===== config.mk =====
export PLATFORM = sky130hd
export DESIGN_NAME = adc_frontend_flat
export DESIGN_NICKNAME = d
export VERILOG_FILES = /design/src/rtl/adc_pkg.sv /design/src/rtl/adc_if.sv /design/src/rtl/sync_fifo.sv /design/src/rtl/adc_frontend.sv /design/src/flat_wrapper.sv
export SDC_FILE = /design/constraint.sdc
export NUM_CORES = 1
export LEC_CHECK = 0
export ABC_AREA = 1
export ABC_CLOCK_PERIOD_IN_PS = 4300
export BUFFER_PORTS_ARGS = -buffer_cell sky130_fd_sc_hd__buf_2
export CORE_ASPECT_RATIO = 2
export CORE_MARGIN = 2
export CORE_UTILIZATION = 40
export CTS_CLUSTER_SIZE = 8
export DETAILED_ROUTE_END_ITERATION = 8
export GPL_TIMING_DRIVEN = 0
export PLACE_DENSITY = 0.63
export SYNTH_ARGS = -nofsm -noshare
export SYNTH_HDL_FRONTEND = slang
export SYNTH_SLANG_ARGS = --single-unit

===== constraint.sdc =====
create_clock -name clk -period 4.3 [get_ports clk]
set_input_delay 0.86 -clock clk [delete_from_list [all_inputs] [get_ports clk]]
set_output_delay 0.86 -clock clk [all_outputs]
set_load 0.03 [all_outputs]

===== src/rtl/adc_pkg.sv =====
// Shared types and helpers for the serial ADC front end.
package adc_pkg;

    localparam int ADC_BITS = 16;

    typedef enum logic [1:0] {IDLE, SHIFT, PUSH} state_t;

    function automatic logic [31:0] sext(input logic [ADC_BITS-1:0] v);
        return {{(32-ADC_BITS){v[ADC_BITS-1]}}, v};
    endfunction

endpackage


===== src/rtl/adc_if.sv =====
// ADC serial pins plus the sample stream toward the consumer.
interface adc_if;
    logic        adc_cs_n;
    logic        adc_sclk;
    logic        adc_sdata;
    logic [31:0] adc_in;
    logic        adc_valid;
    logic        adc_ready;

    modport master (output adc_cs_n, adc_sclk, adc_in, adc_valid,
                    input  adc_sdata, adc_ready);
    modport slave  (input  adc_cs_n, adc_sclk, adc_in, adc_valid,
                    output adc_sdata, adc_ready);
endinterface


===== src/rtl/sync_fifo.sv =====
// Show-ahead synchronous FIFO; the read port reads as zero while empty.
module sync_fifo #(
    parameter int WIDTH = 32,
    parameter int DEPTH = 4,
    localparam int AW = $clog2(DEPTH)
) (
    input  logic             clk,
    input  logic             nreset,
    input  logic             push,
    input  logic             pop,
    input  logic [WIDTH-1:0] wdata,
    output logic [WIDTH-1:0] rdata,
    output logic             full,
    output logic             empty,
    output logic [AW:0]      level
);
    localparam logic [AW:0] ONE = (AW+1)'(1);

    logic [WIDTH-1:0] mem [DEPTH];
    logic [AW:0]      wp, rp;
    logic             do_push, do_pop;

    assign empty   = (wp == rp);
    assign full    = (wp[AW] != rp[AW]) && (wp[AW-1:0] == rp[AW-1:0]);
    assign level   = wp - rp;
    assign do_pop  = pop && !empty;
    // When full, a same-cycle pop frees the head slot the write lands in.
    assign do_push = push && (!full || do_pop);

    always_ff @(posedge clk or negedge nreset) begin
        if (!nreset) begin
            wp <= '0;
            rp <= '0;
        end else begin
            if (do_push) wp <= wp + ONE;
            if (do_pop)  rp <= rp + ONE;
        end
    end

    always_ff @(posedge clk) begin
        if (do_push) mem[wp[AW-1:0]] <= wdata;
    end

    assign rdata = empty ? '0 : mem[rp[AW-1:0]];

endmodule


===== src/rtl/adc_frontend.sv =====
// Periodic serial ADC capture: timer-triggered 16-bit shift-in, sign-extended into a sample FIFO.
module adc_frontend
    import adc_pkg::*;
#(
    parameter int SAMPLE_DIV = 64,
    parameter int SCLK_DIV   = 1,
    parameter int FIFO_DEPTH = 4
) (
    input  logic                        clk,
    input  logic                        nreset,
    input  logic                        enable,
    input  logic                        ovf_clr,
    adc_if.master                       bus,
    output logic                        overflow,
    output logic [$clog2(FIFO_DEPTH):0] fifo_level
);
    localparam logic [15:0] TMR_LAST = 16'(SAMPLE_DIV - 1);
    localparam logic [2:0]  DIV_LAST = 3'(SCLK_DIV - 1);

    state_t              state;
    logic [15:0]         tmr;
    logic [2:0]          div;
    logic [4:0]          tog;
    logic [ADC_BITS-1:0] sh;
    logic                cs_n, sclk;
    logic                trigger, push, full, empty, drop;

    assign trigger = enable && (tmr == TMR_LAST);

    always_ff @(posedge clk or negedge nreset) begin
        if (!nreset)                tmr <= '0;
        else if (!enable || trigger) tmr <= '0;
        else                        tmr <= tmr + 16'd1;
    end

    // tog counts sclk edges; the 32nd edge is the final falling one.
    always_ff @(posedge clk or negedge nreset) begin
        if (!nreset) begin
            state <= IDLE;
            cs_n  <= 1'b1;
            sclk  <= 1'b0;
            div   <= '0;
            tog   <= '0;
            sh    <= '0;
        end else if (!enable) begin
            state <= IDLE;
            cs_n  <= 1'b1;
            sclk  <= 1'b0;
            div   <= '0;
            tog   <= '0;
        end else begin
            case (state)
                IDLE: if (trigger) begin
                    state <= SHIFT;
                    cs_n  <= 1'b0;
                    sclk  <= 1'b0;
                    div   <= '0;
                    tog   <= '0;
                end
                SHIFT: if (div == DIV_LAST) begin
                    div  <= '0;
                    sclk <= ~sclk;
                    tog  <= tog + 5'd1;
                    if (!sclk) sh <= {sh[ADC_BITS-2:0], bus.adc_sdata};
                    if (tog == 5'd31) begin
                        state <= PUSH;
                        cs_n  <= 1'b1;
                    end
                end else begin
                    div <= div + 3'd1;
                end
                PUSH:    state <= IDLE;
                default: state <= IDLE;
            endcase
        end
    end

    assign bus.adc_cs_n = cs_n;
    assign bus.adc_sclk = sclk;
    assign bus.adc_valid = !empty;

    assign push = (state == PUSH) && enable;
    // A full FIFO still has a head, so any ready pop makes room.
    assign drop = push && full && !bus.adc_ready;

    always_ff @(posedge clk or negedge nreset) begin
        if (!nreset)      overflow <= 1'b0;
        else if (drop)    overflow <= 1'b1;
        else if (ovf_clr) overflow <= 1'b0;
    end

    sync_fifo #(.WIDTH(32), .DEPTH(FIFO_DEPTH)) u_fifo (
        .clk    (clk),
        .nreset (nreset),
        .push   (push),
        .pop    (bus.adc_ready),
        .wdata  (sext(sh)),
        .rdata  (bus.adc_in),
        .full   (full),
        .empty  (empty),
        .level  (fifo_level)
    );

endmodule

===== src/flat_wrapper.sv =====
// flat-port wrapper written by rule: the top's interface ports become plain ports
module adc_frontend_flat import adc_pkg::*;
#(
    parameter int SAMPLE_DIV = 64,
    parameter int SCLK_DIV   = 1,
    parameter int FIFO_DEPTH = 4
)
  (clk, nreset, enable, ovf_clr, overflow, fifo_level, bus_adc_cs_n, bus_adc_sclk, bus_adc_in, bus_adc_valid, bus_adc_sdata, bus_adc_ready);
  adc_if bus_i ();
  input  logic clk;
  input  logic nreset;
  input  logic enable;
  input  logic ovf_clr;
  output logic overflow;
  output logic [$clog2(FIFO_DEPTH):0] fifo_level;
  output wire logic [$bits(bus_i.adc_cs_n)-1:0] bus_adc_cs_n;
  output wire logic [$bits(bus_i.adc_sclk)-1:0] bus_adc_sclk;
  output wire logic [$bits(bus_i.adc_in)-1:0] bus_adc_in;
  output wire logic [$bits(bus_i.adc_valid)-1:0] bus_adc_valid;
  input wire logic [$bits(bus_i.adc_sdata)-1:0] bus_adc_sdata;
  input wire logic [$bits(bus_i.adc_ready)-1:0] bus_adc_ready;
  assign bus_adc_cs_n = bus_i.adc_cs_n;
  assign bus_adc_sclk = bus_i.adc_sclk;
  assign bus_adc_in = bus_i.adc_in;
  assign bus_adc_valid = bus_i.adc_valid;
  assign bus_i.adc_sdata = bus_adc_sdata;
  assign bus_i.adc_ready = bus_adc_ready;
  adc_frontend #(.SAMPLE_DIV(SAMPLE_DIV), .SCLK_DIV(SCLK_DIV), .FIFO_DEPTH(FIFO_DEPTH)) u_core (.clk(clk), .nreset(nreset), .enable(enable), .ovf_clr(ovf_clr), .bus(bus_i), .overflow(overflow), .fifo_level(fifo_level));
endmodule

After elaboration in Yosys (flattened, before gate mapping)
Memories as Yosys holds them, arrays and structs flattened.
Cells that the tools add are included.
- register bits after elaboration: 51
- memory bits (writable): 128
- input bits: 6
- output and inout port bits: 39
- logic and storage cells: 77
- memories: 1
- memory list (name ; words ; width ; read ports ; clocked after memory_dff ; write ports ; line ; source):
    u_core.u_fifo.mem ; 4 ; 32 ; 1 ; 0 ; 1 ; sync_fifo.sv:19 ; logic [WIDTH-1:0] mem [DEPTH];
- add/subtract/negate cells: 6
- equality and inequality tests: 11
- mux-type cells: 27
- bitwise operators: 1
- reduce and logical (&&, ||, !) cells: 21
- operators by type and width (cell ; count):
    32-bit 2-to-1 mux ; 1
    16-bit by 1-bit adder with 16-bit output, second input constant ; 1
    16-bit by 6-bit == test with 1-bit output, second input constant ; 1
    16-bit 2-to-1 mux ; 1
    5-bit 2-to-1 mux ; 3
    1-bit 2-to-1 mux ; 10
    5-bit one-hot mux with 2 select lines ; 1
    3-bit by 1-bit adder with 3-bit output, second input constant ; 3
    3-bit 2-to-1 mux ; 3
    3-bit by 2-bit != test with 1-bit output, second input constant ; 3
    2-bit 2-to-1 mux ; 4
    4-bit AND reduction ; 2
    1-bit logical AND ; 7
    3-bit one-hot mux with 2 select lines ; 1
    3-bit AND reduction ; 2
    5-bit by 1-bit adder with 5-bit output, second input constant ; 1
    5-bit == test, second input constant ; 1
    1-bit zero test ; 4
    1-bit one-hot mux with 2 select lines ; 2
    2-bit one-hot mux with 2 select lines ; 1
    3-bit == test ; 1
    3-bit zero test ; 1
    3-bit by 1-bit != test with 1-bit output, second input constant ; 1
    3-bit subtractor ; 1
    other kinds (9) ; 10

Logic depth before layout (Yosys ltp)
Gate-level depths: netlist of run 1.
- depth in word-level cells: 7
- gate-level depth with buffers: 11
- gate-level depth less buffers: 9

Cells and area by module
From an unflattened synthesis of run 1, not the netlist that was laid out.
- cell total of the unflattened synthesis: 697
- area total of the unflattened synthesis: 7603.5 µm²
- modules (own cells, without submodules) (module ; times used ; cells each ; area an instance (µm²) ; sequential area each (µm²)):
    sync_fifo ; 1 ; 441 ; 5441.5 ; 3993.8
    adc_frontend ; 1 ; 256 ; 2162.1 ; 1127.3

Worst setup path before layout of run 1
Ideal clock, no wire load.
- kind: register -> output
- from: register u_core.u_fifo.rp[1]
- to: output port bus_adc_in[16]
- data arrival time: 3303 ps
- data required time: 3440 ps
- path slack: 137 ps
- cell stages (with the launch flop): 12
- path buffers: 4
- path through: dfrtp_1 -> buf_2 -> clkinv_1 -> buf_2 -> ha_1 -> nand2_1 -> inv_1 -> nand2_1 -> inv_1 -> buf_2 -> a21oi_1 -> buf_4
- cells in the longest elaborated chain, start to end: 2
- elaborated cells between the ends (all ways): 3
- classes of those cells: eq/ne (1); mux (1); memory (1)
- ends and longest elaborated chain (what ; line ; source):
    start: declaration ; sync_fifo.sv:20 ; logic [AW:0] wp, rp;
    start signal: assignment ; sync_fifo.sv:36 ; if (do_pop) rp <= rp + ONE;
    memory read 4 x 32 bit or 3-bit == test (tied branches) ; - ;
    32-bit 2-to-1 mux * ; sync_fifo.sv:44 ; assign rdata = empty ? '0 : mem[rp[AW-1:0]];
    end: declaration ; flat_wrapper.sv:18 ; output wire logic [$bits(bus_i.adc_in)-1:0] bus_adc_in;
Every way passes the cells marked *; elsewhere a longest branch is shown, timed or not.

Worst setup path after layout of run 1
- from: register u_core.u_fifo.rp[1]
- to: output port bus_adc_in[20]
The elaborated chain is that of the path after synthesis.

==> flow_metrics.env, run 1 <==
export IMPL_grt_ovfl_total=0
export IMPL_finalWeightedCongestion=0.8722
export IMPL_initial_core_util_pct=40.56
export IMPL_die_h_um=165.4
export IMPL_final_area_sq_um=6325
export IMPL_clk_pin_slew_ns=0.05
export IMPL_sw_frac_of_total_pct=40.41
export IMPL_crit_start="u_core.u_fifo.rp[1]$_DFFE_PN0P_"
export IMPL_cts_tree="built"
export IMPL_power_frac_seq_pct=29.1
export IMPL_dp_hpwl_mm=6.778
export IMPL_critPathKind="reg2out"
export IMPL_synth_net_count=516
export IMPL_finalSetupViolations=0
export IMPL_final_util_pct=49.24
export IMPL_fin_crit_sh_pct=93.16
export IMPL_via_per_inst=4.893
export IMPL_critical_path_slowest_cell="dfrtp_1"
export IMPL_worstMarginPinSlew_ns=0.9707
export IMPL_grt_pass1_vias=3506
export IMPL_drt_initial_drc_count=253
export IMPL_hold_viol=0
export IMPL_crit_family="buffers and inverters"
export IMPL_synthArstFlopShare_pct=44.35
export IMPL_wl_per_cell_um=14.16
export IMPL_internal_power_uw=3167
export IMPL_htree_levels=4
export IMPL_post_dp_cell_area_sq_um=5654
export IMPL_clock_tree_root_cell="clkbuf_16"
export IMPL_drtAntennaViolNets=0
export IMPL_syn_inst=497
export IMPL_cp_arrival_ns=3.15
export IMPL_yosys_top_cells_area="edfxtp_1 37%, dfrtp_1 24%, nor2_1 8.1%"
export IMPL_critPathCaptureType="primary output"
export IMPL_finalClockSkew_ns=0.01357
export IMPL_synthMuxAreaShare_pct=3.386
export IMPL_ys_flop_type="edfxtp_1"
export IMPL_diodes=0
export IMPL_p_clk_share_pct=27.4
export IMPL_reg2reg_from="u_core.u_fifo.rp[1]$_DFFE_PN0P_"
export IMPL_dieArea_sq_um=14010
export IMPL_clock_latency_ns=0.41
export IMPL_grt_use_total_pct=16.12
export IMPL_p_sw_uw=2148
export IMPL_fp_dieW_um=84.70
export IMPL_max_stage_delay_ns=0.40
export IMPL_drive_gt1_share_pct=23.05
export IMPL_syn_area_sq_um=5210
export IMPL_io_pins=45
export IMPL_rsz0062_at_grt="no"
export IMPL_fmax_mhz=249.6
export IMPL_min_period_ns=4.006
export IMPL_comb_power_share_pct=43.5
export IMPL_vdd_drop_max_mv=0.8135
export IMPL_yosysSeqAreaShare_pct=61.41
export IMPL_synth_top_area_cell="edfxtp_1"
export IMPL_syn_area_per_cell_sq_um=10.48
export IMPL_fp_row_count=59
export IMPL_mostFrequentLayoutCells="109 x nor2_1, 64 x edfxtp_1, 57 x nand2_1"
export IMPL_synth_xor_xnor_area_share_pct=1.681
export IMPL_mostFrequentLayoutCell="nor2_1"
export IMPL_synth_edff_count=64
export IMPL_io_buffers=44
export IMPL_cp_common_cell="buf_2"
export IMPL_clk_path_buf_depth=2
export IMPL_synthAdderAreaFrac_pct=3.266
export IMPL_slew_headroom_pct=35.22
export IMPL_fp_coreArea_sq_um=12840
export IMPL_worst_path_buf_inv=9
export IMPL_synth_compound_area_share_pct=5.980
export IMPL_p_leak_uw=0.002726
export IMPL_fin_nets=583
export IMPL_cp_cell_sequence="buf_2 > clkinvlp_4 > buf_2 > ha_1 > nand2_1 > inv_1 > nand2_1 > inv_1 > buf_2 > a21oi_4 > buf_12 > buf_4 > buf_2"
export IMPL_yosys_area_share_simple_pct=17.82
export IMPL_cap_violations=0
export IMPL_yosys_register_bits=115
export IMPL_synth_top_family_by_area="simple AND/OR/NAND/NOR gates"
export IMPL_status="finished clean"
export IMPL_numClockSinks=115
export IMPL_antenna_found_initial=0
export IMPL_syn2layout_area_growth_pct=21.40
export IMPL_hold_path_class="in2async"
export IMPL_routed_wl_mm=10.33
export IMPL_vias=3567
export IMPL_power_per_cell_area_nw_per_um2=840.3
export IMPL_critPathLaunchType="flip-flop"
export IMPL_synth_top_area_share_pct=36.89
export IMPL_grt_pass1_wl_mm=17.41
export IMPL_netlist_cell_type_count=31
export IMPL_cp_required_ns=3.44
export IMPL_crit_fanout=17
export IMPL_dr_pass1_iters=5
export IMPL_maxSlewViolCount=0
export IMPL_hold_buffers=0
export IMPL_grt_max_degree=52
export IMPL_synth_warnings=0
export IMPL_drc=0
export IMPL_numCtsBuffers=17
power by group through the flow:
stage | registers (uW) | logic [uW] | clock network (uW)
floorplan | 1540 | 1700 | 0
global placement | 1560 | 2250 | 0
detailed placement | 1570 | 2280 | 0
CTS | 1550 | 2290 | 1490
global route | 1580 | 2510 | 1540
finish | 1550 | 2310 | 1460
Yosys cell counts (2+ instances only):
| cell | n |
|---|---|
| xnor2_1 | 4 |
| nand4_1 | 8 |
| nand3_1 | 16 |
| nand2_1 | 57 |
| nor3_1 | 9 |
| mux2_2 | 9 |
| edfxtp_1 | 64 |
| nor2_1 | 112 |
| buf_2 | 8 |
| inv_2 | 2 |
| clkbuf_1 | 5 |
| dfrtp_1 | 50 |
| buf_4 | 16 |
| o21ai_0 | 41 |
| ha_1 | 12 |
| nor3b_1 | 4 |
| mux2_4 | 5 |
| xor2_1 | 6 |
| nand2_2 | 4 |
| inv_1 | 35 |
| a21oi_1 | 20 |
logic make-up (layout without fill, tap and decap cells):
group | count (synthesis) | count (layout)
compound gates | 62 | 62
xor+xnor | 10 | 10
fa+ha+maj | 13 | 13
buf+inv | 68 | 148
flops | 115 | 115
mux | 14 | 14
simple gates | 215 | 215
worst paths after layout:
| kind | to | slack [ns] | depth (start not counted) |
|---|---|---|---|
| max in group asynchronous | u_core.sh[14]$_DFFE_PN0P_ | 3.35 | 2 |
| max reg2reg | u_core.u_fifo.mem[1][14]$_DFFE_PP_ | 1.26 | 10 |
| max | bus_adc_in[20] | 0.29 | 13 |
| min | u_core.tmr[11]$_DFF_PN0_ | 0.39 | 1 |
| min in group clk | u_core.tmr[0]$_DFF_PN0_ | 0.46 | 1 |
| min reg2reg | u_core.tmr[0]$_DFF_PN0_ | 0.46 | 1 |
layout make-up:
| cell class | instances | area, sq um |
|---|---|---|
| clock inverters | 14 | 186.4 |
| multi-input cells | 314 | 1693 |
| well taps | 152 | 190.2 |
| repair buffers | 48 | 286.5 |
| inverters | 38 | 146.4 |
| fillers | 1168 | 6520 |
| plain buffers | 30 | 193.9 |
| flip-flops and latches | 115 | 3199 |
| clock buffers | 18 | 429.2 |
metal layers:
metal	global-route usage, %	part of all wire, %
met1	20.71	45
met2	26.02	48
met3	3.429	4.9
met4	7.576	1.7
met5	0	0
through the flow:
stage	total power (uW)	hold WS, ns	TNS [ns]	setup slack (ns)	cells
floorplan	3235	0.4329	0	0.1372	497
global placement	3804	0.4503	0	0.09259	693
detailed placement	3850	0.4575	-0.007734	-0.005961	695
CTS	5328	0.4643	0	0.1089	727
global route	5628	0.4213	0	0.08471	729
finish	5315	0.3908	0	0.2940	729
state kept, by name (all words and copies together) (netlist names):
signal,flops
u_core.tog,5
u_core.sh,16
u_core.overflow,1
u_core.div,3
u_core.tmr,16
u_core.state,2
u_core.u_fifo.rp,3
u_core.u_fifo.wp,3
u_core.bus.adc_sclk,1
u_core.bus.adc_cs_n,1
u_core.u_fifo.mem,64
repair_timing:
| item | in CTS | in global routing |
|---|---|---|
| setup buffers | 0 | 1 |
| resized for setup | 2 | 1 |
| pin swaps | 0 | 0 |
| setup endpoints to repair | 17 | 17 |
| hold endpoints to repair | 0 | 0 |
Power figures use the tool's default switching activity.
==> run 2, diff against run 1 <==
--- a/config.mk
+++ b/config.mk
@@ -11,6 +11,7 @@
 export CORE_ASPECT_RATIO = 2
 export CORE_MARGIN = 2
 export CORE_UTILIZATION = 40
+export CTS_BUF_LIST = sky130_fd_sc_hd__clkbuf_16
 export CTS_CLUSTER_SIZE = 8
 export DETAILED_ROUTE_END_ITERATION = 8
 export GPL_TIMING_DRIVEN = 0
==> run 2 against run 1 <==
Effect of this change: clock power hardly changed; largest cell class unchanged; largest power group unchanged; non-clock buffer count stayed put; critical path type unchanged; worst hold slack better by 0.0013 ns.
==> flow_metrics.env, run 2 (synthesized netlist as in run 1, its figures left out) <==
export IMPL_status="finished clean"
export IMPL_maxSlewViolCount=0
export IMPL_die_h_um=165.4
export IMPL_grt_ovfl_total=0
export IMPL_via_per_inst=4.896
export IMPL_hold_path_class="in2async"
export IMPL_rsz0062_at_grt="no"
export IMPL_finalClockSkew_ns=0.01090
export IMPL_vias=3569
export IMPL_routed_wl_mm=10.30
export IMPL_grt_max_degree=52
export IMPL_placed_cells=695
export IMPL_fp_coreArea_sq_um=12840
export IMPL_worstMarginPinSlew_ns=0.9741
export IMPL_clock_latency_ns=0.41
export IMPL_dieArea_sq_um=14010
export IMPL_dr_pass1_iters=5
export IMPL_post_place_ws_ns=-0.005961
export IMPL_hold_buffers=0
export IMPL_crit_fanout=17
export IMPL_max_stage_delay_ns=0.40
export IMPL_numCtsBuffers=17
export IMPL_slew_headroom_pct=34.99
export IMPL_htree_levels=4
export IMPL_clk_path_buf_depth=2
export IMPL_vdd_drop_max_mv=0.8136
export IMPL_fmax_mhz=249.5
export IMPL_fin_ws_ns=0.2927
export IMPL_grt_pass1_vias=3506
export IMPL_critical_path_slowest_cell="dfrtp_1"
export IMPL_finalSetupViolations=0
export IMPL_min_period_ns=4.007
export IMPL_setup_tns_ns=0
export IMPL_io_pins=45
export IMPL_mostFrequentLayoutCells="109 x nor2_1, 64 x edfxtp_1, 57 x nand2_1"
export IMPL_grt_pass1_wl_mm=17.41
export IMPL_cp_common_cell="buf_2"
export IMPL_cts_tree="built"
export IMPL_critPathCaptureType="primary output"
export IMPL_dp_hpwl_mm=6.778
export IMPL_critPathKind="reg2out"
export IMPL_critPathLaunchType="flip-flop"
export IMPL_cp_arrival_ns=3.15
export IMPL_drtAntennaViolNets=0
export IMPL_p_leak_uw=0.002731
export IMPL_cp_cell_sequence="buf_2 > clkinvlp_4 > buf_2 > ha_1 > nand2_1 > inv_1 > nand2_1 > inv_1 > buf_2 > a21oi_4 > buf_12 > buf_4 > buf_2"
export IMPL_grt_use_total_pct=16.12
export IMPL_fp_dieW_um=84.70
export IMPL_syn2layout_area_growth_pct=21.40
export IMPL_wl_per_cell_um=14.13
export IMPL_mostFrequentLayoutCell="nor2_1"
export IMPL_power_per_cell_area_nw_per_um2=839.6
export IMPL_clk_pin_slew_ns=0.05
export IMPL_cap_violations=0
export IMPL_numClockSinks=115
export IMPL_largest_reg_flops=64
export IMPL_initial_core_util_pct=40.56
export IMPL_fin_crit_sh_pct=93.19
export IMPL_fillCellCount=1168
export IMPL_drt_initial_drc_count=252
export IMPL_hold_viol=0
export IMPL_fin_nets=583
export IMPL_fin_cells=729
export IMPL_io_buffers=44
export IMPL_diodes=0
export IMPL_antenna_found_initial=0
export IMPL_cp_required_ns=3.44
export IMPL_drive_gt1_share_pct=23.05
export IMPL_fp_row_count=59
export IMPL_clock_tree_root_cell="clkbuf_16"
export IMPL_drc=0
export IMPL_finalWeightedCongestion=0.8722
-- run 2: what timing repair did --
item                                    4_1_cts  5_1_grt
resized for setup                             2        1
setup buffers                                 0        1
gates cloned                                  0        0
pin swaps                                     0        0
endpoints found under the setup margin       17       17
endpoints found under the hold margin         0        0
-- run 2: cell type report --
cell class	instances	area, sq um	share of cell area [%]
Sequential cell	115	3199	50.58
Multi-Input combinational cell	314	1693	26.77
Clock buffer	17	425.4	6.726
Timing Repair Buffer	48	286.5	4.530
Buffer	30	193.9	3.066
Clock inverter	15	190.2	3.007
Tap cell	152	190.2	3.007
Inverter	38	146.4	2.315
-- run 2: per-stage QoR --
| stage | utilization [%] | power [uW] | hold slack [ns] | instance area (sq um) |
|---|---|---|---|---|
| after floorplan | - | 3235 | 0.4329 | 5210 |
| after global placement | 43.76 | 3804 | 0.4503 | 5620 |
| after detailed placement | 44.02 | 3850 | 0.4575 | 5654 |
| after CTS | 48.90 | 5326 | 0.4643 | 6281 |
| after global routing | 49.24 | 5626 | 0.4213 | 6325 |
| final | 49.24 | 5311 | 0.3921 | 6325 |
-- run 2: report_power, final --
| part | switching (uW) | leakage [uW] | internal, uW | total, uW |
|---|---|---|---|---|
| sequential | 156 | 0.00125 | 1390 | 1550 |
| combinational | 1500 | 0.00118 | 810 | 2310 |
| clock | 491 | 0.000306 | 963 | 1450 |
-- run 2: worst max-delay path, delay by kind of cell, from the launching register on --
| kind | cells | cell delay [ns] |
|---|---|---|
| and+or+nand+nor | 2 | 0.15 |
| adders and majority gates | 1 | 0.29 |
| AOI/OAI and AO/OA | 1 | 0.06 |
| buffers and inverters | 9 | 1.84 |
| DFF | 1 | 0.40 |
-- run 2: final timing paths --
| kind | start | to | slack [ns] | depth (start not counted) |
|---|---|---|---|---|
| setup / recovery | u_core.u_fifo.rp[1]$_DFFE_PN0P_ | bus_adc_in[20] | 0.29 | 13 |
| hold / removal | nreset | u_core.tmr[11]$_DFF_PN0_ | 0.39 | 1 |
| setup reg to reg | u_core.u_fifo.rp[1]$_DFFE_PN0P_ | u_core.u_fifo.mem[1][14]$_DFFE_PP_ | 1.26 | 10 |
| hold reg to reg | u_core.tmr[0]$_DFF_PN0_ | u_core.tmr[0]$_DFF_PN0_ | 0.46 | 1 |
| max in group asynchronous | nreset | u_core.sh[14]$_DFFE_PN0P_ | 3.35 | 2 |
| min in group clk | u_core.tmr[0]$_DFF_PN0_ | u_core.tmr[0]$_DFF_PN0_ | 0.46 | 1 |
-- run 2: layer usage --
layer  track usage (%)  wire length (um)  up-vias  part of all wire, %
li1                  -                 -     1783                    -
met1             20.71              4679     1686                   45
met2             26.02              4904       85                   48
met3             3.429               527       15                  5.1
met4             7.576               187        0                  1.8
met5                 0                 0        -                    0
==> run 3, diff against run 2 <==
--- a/config.mk
+++ b/config.mk
@@ -11,7 +11,7 @@
 export CORE_ASPECT_RATIO = 2
 export CORE_MARGIN = 2
 export CORE_UTILIZATION = 40
-export CTS_BUF_LIST = sky130_fd_sc_hd__clkbuf_16
+export CTS_BUF_LIST = sky130_fd_sc_hd__clkbuf_2
 export CTS_CLUSTER_SIZE = 8
 export DETAILED_ROUTE_END_ITERATION = 8
 export GPL_TIMING_DRIVEN = 0
==> run 3 against run 2 <==
Effect of this change: non-clock buffer count did not move; critical path depth did not move; maximum frequency decreased by 0.50%; combinational power about the same; worst setup slack got worse by 0.020 ns; clock skew is 0.015 ns higher.
==> flow_metrics.env, run 3 (synthesized netlist as in run 1, its figures left out) <==
export IMPL_final_util_pct=46.62
export IMPL_syn2layout_area_growth_pct=14.94
export IMPL_grt_max_degree=52
export IMPL_routed_wl_mm=10.28
export IMPL_grt_pass1_wl_mm=17.31
export IMPL_worstMarginPinSlew_ns=0.9672
export IMPL_clock_tree_root_cell="clkbuf_2"
export IMPL_drt_initial_drc_count=186
export IMPL_numCtsBuffers=17
export IMPL_cts_tree="built"
export IMPL_sw_frac_of_total_pct=44.57
export IMPL_fp_row_count=59
export IMPL_vias=3558
export IMPL_finalClockSkew_ns=0.02596
export IMPL_critPathCaptureType="primary output"
export IMPL_cp_arrival_ns=3.17
export IMPL_reg2reg_from="u_core.u_fifo.rp[1]$_DFFE_PN0P_"
export IMPL_min_period_ns=4.028
export IMPL_htree_levels=4
export IMPL_fin_crit_sh_pct=93.66
export IMPL_critPathLaunchType="flip-flop"
export IMPL_dr_pass1_iters=4
export IMPL_grt_ovfl_total=0
export IMPL_p_sw_uw=2077
export IMPL_setup_tns_ns=0
export IMPL_clock_latency_ns=0.65
export IMPL_fp_dieW_um=84.70
export IMPL_post_place_ws_ns=-0.005961
export IMPL_drtAntennaViolNets=0
export IMPL_fin_ws_ns=0.2725
export IMPL_rsz0062_at_grt="no"
export IMPL_die_h_um=165.4
export IMPL_cap_violations=0
export IMPL_io_buffers=44
export IMPL_io_pins=45
export IMPL_internal_power_uw=2584
export IMPL_p_leak_uw=0.002593
export IMPL_status="finished clean"
export IMPL_drc=0
export IMPL_vdd_drop_max_mv=0.9711
export IMPL_slew_headroom_pct=35.45
export IMPL_p_clk_share_pct=17.2
export IMPL_fp_coreArea_sq_um=12840
export IMPL_antenna_found_initial=1
export IMPL_maxSlewViolCount=0
export IMPL_via_per_inst=4.874
export IMPL_clk_path_buf_depth=2
export IMPL_finalWeightedCongestion=0.8722
export IMPL_fmax_mhz=248.3
export IMPL_initial_core_util_pct=40.56
export IMPL_numClockSinks=115
export IMPL_comb_power_share_pct=49.7
export IMPL_mostFrequentLayoutCell="nor2_1"
export IMPL_grt_pass1_vias=3499
export IMPL_mostFrequentLayoutCells="109 x nor2_1, 64 x edfxtp_1, 57 x nand2_1"
export IMPL_power_per_cell_area_nw_per_um2=778.4
export IMPL_wl_per_cell_um=14.08
export IMPL_hold_path_class="in2async"
export IMPL_fin_nets=583
export IMPL_finalSetupViolations=0
export IMPL_crit_start="u_core.u_fifo.rp[1]$_DFFE_PN0P_"
export IMPL_largest_reg_flops=64
export IMPL_dp_hpwl_mm=6.778
export IMPL_drive_gt1_share_pct=23.40
export IMPL_crit_fanout=17
export IMPL_critPathKind="reg2out"
export IMPL_grt_use_total_pct=15.93
export IMPL_hold_viol=0
export IMPL_clk_pin_slew_ns=0.18
export IMPL_dieArea_sq_um=14010
export IMPL_hold_buffers=0
export IMPL_power_frac_seq_pct=33.2
export IMPL_cp_required_ns=3.44
-- run 3: cell count changes in the layout (fill, tap and decap cells not counted), sizes merged --
cell and delta:
inv -1, clkinvlp -1, diode +1, clkinv +1, clkbuf +1
-- run 3: final timing paths --
path,endpoint,slack [ns],cells past startpoint
worst max register to register,u_core.u_fifo.mem[1][14]$_DFFE_PP_,1.33,10
worst min-delay path,u_core.tmr[11]$_DFF_PN0_,0.12,1
min in group clk,u_core.overflow$_DFFE_PN0P_,0.38,2
max in group asynchronous,u_core.sh[14]$_DFFE_PN0P_,3.61,2
worst min register to register,u_core.tmr[0]$_DFF_PN0_,0.47,1
worst max-delay path,bus_adc_in[20],0.27,13
-- run 3: layer usage --
layer  part of all wire, %  global-route usage, %
met2                    49                  25.98
met1                    46                  20.45
met3                   4.3                  4.026
met4                   1.1                  6.061
met5                     0                      0
-- run 3: power by group through the flow --
stage	combinational (uW)	clock (uW)	sequential [uW]
2_1_floorplan	1700	0	1540
5_1_grt	2520	873	1580
3_3_place_gp	2250	0	1560
6_report	2310	800	1550
3_5_place_dp	2280	0	1570
4_1_cts	2330	826	1540
-- run 3: timing repair --
item / in CTS / in global routing
endpoints found under the setup margin: 17 / 17
resized for setup: 3 / 3
buffers inserted: 1 / 0
-- run 3: per-stage QoR --
step / hold WS (ns) / instances / cell area (sq um) / total power [uW]
6_report: 0.1179 / 730 / 5988 / 4661
5_1_grt: 0.07369 / 730 / 5988 / 4967
4_1_cts: 0.3213 / 728 / 5963 / 4704
3_5_place_dp: 0.4575 / 695 / 5654 / 3850
3_3_place_gp: 0.4503 / 693 / 5620 / 3804
2_1_floorplan: 0.4329 / 497 / 5210 / 3235
-- run 3: layout make-up --
cell class | instances | area [sq um]
fill | 1225 | 6857
sequential | 115 | 3199
multi-input combinational | 314 | 1693
timing repair buffer | 48 | 286.5
buffer | 30 | 196.4
tap | 152 | 190.2
clock inverter | 14 | 186.4
inverter | 38 | 143.9
clock buffer | 18 | 90.09
antenna | 1 | 2.502
-- run 3: worst max-delay path, cell delays in order, from the launching register on --
cell,delay (ns)
dfrtp_1,0.44
buf_2,0.23
clkinv_2,0.18
buf_2,0.25
ha_1,0.29
nand2_1,0.08
inv_1,0.04
nand2_1,0.12
inv_2,0.11
buf_4,0.20
a21oi_4,0.14
buf_12,0.15
buf_4,0.10
buf_2,0.18
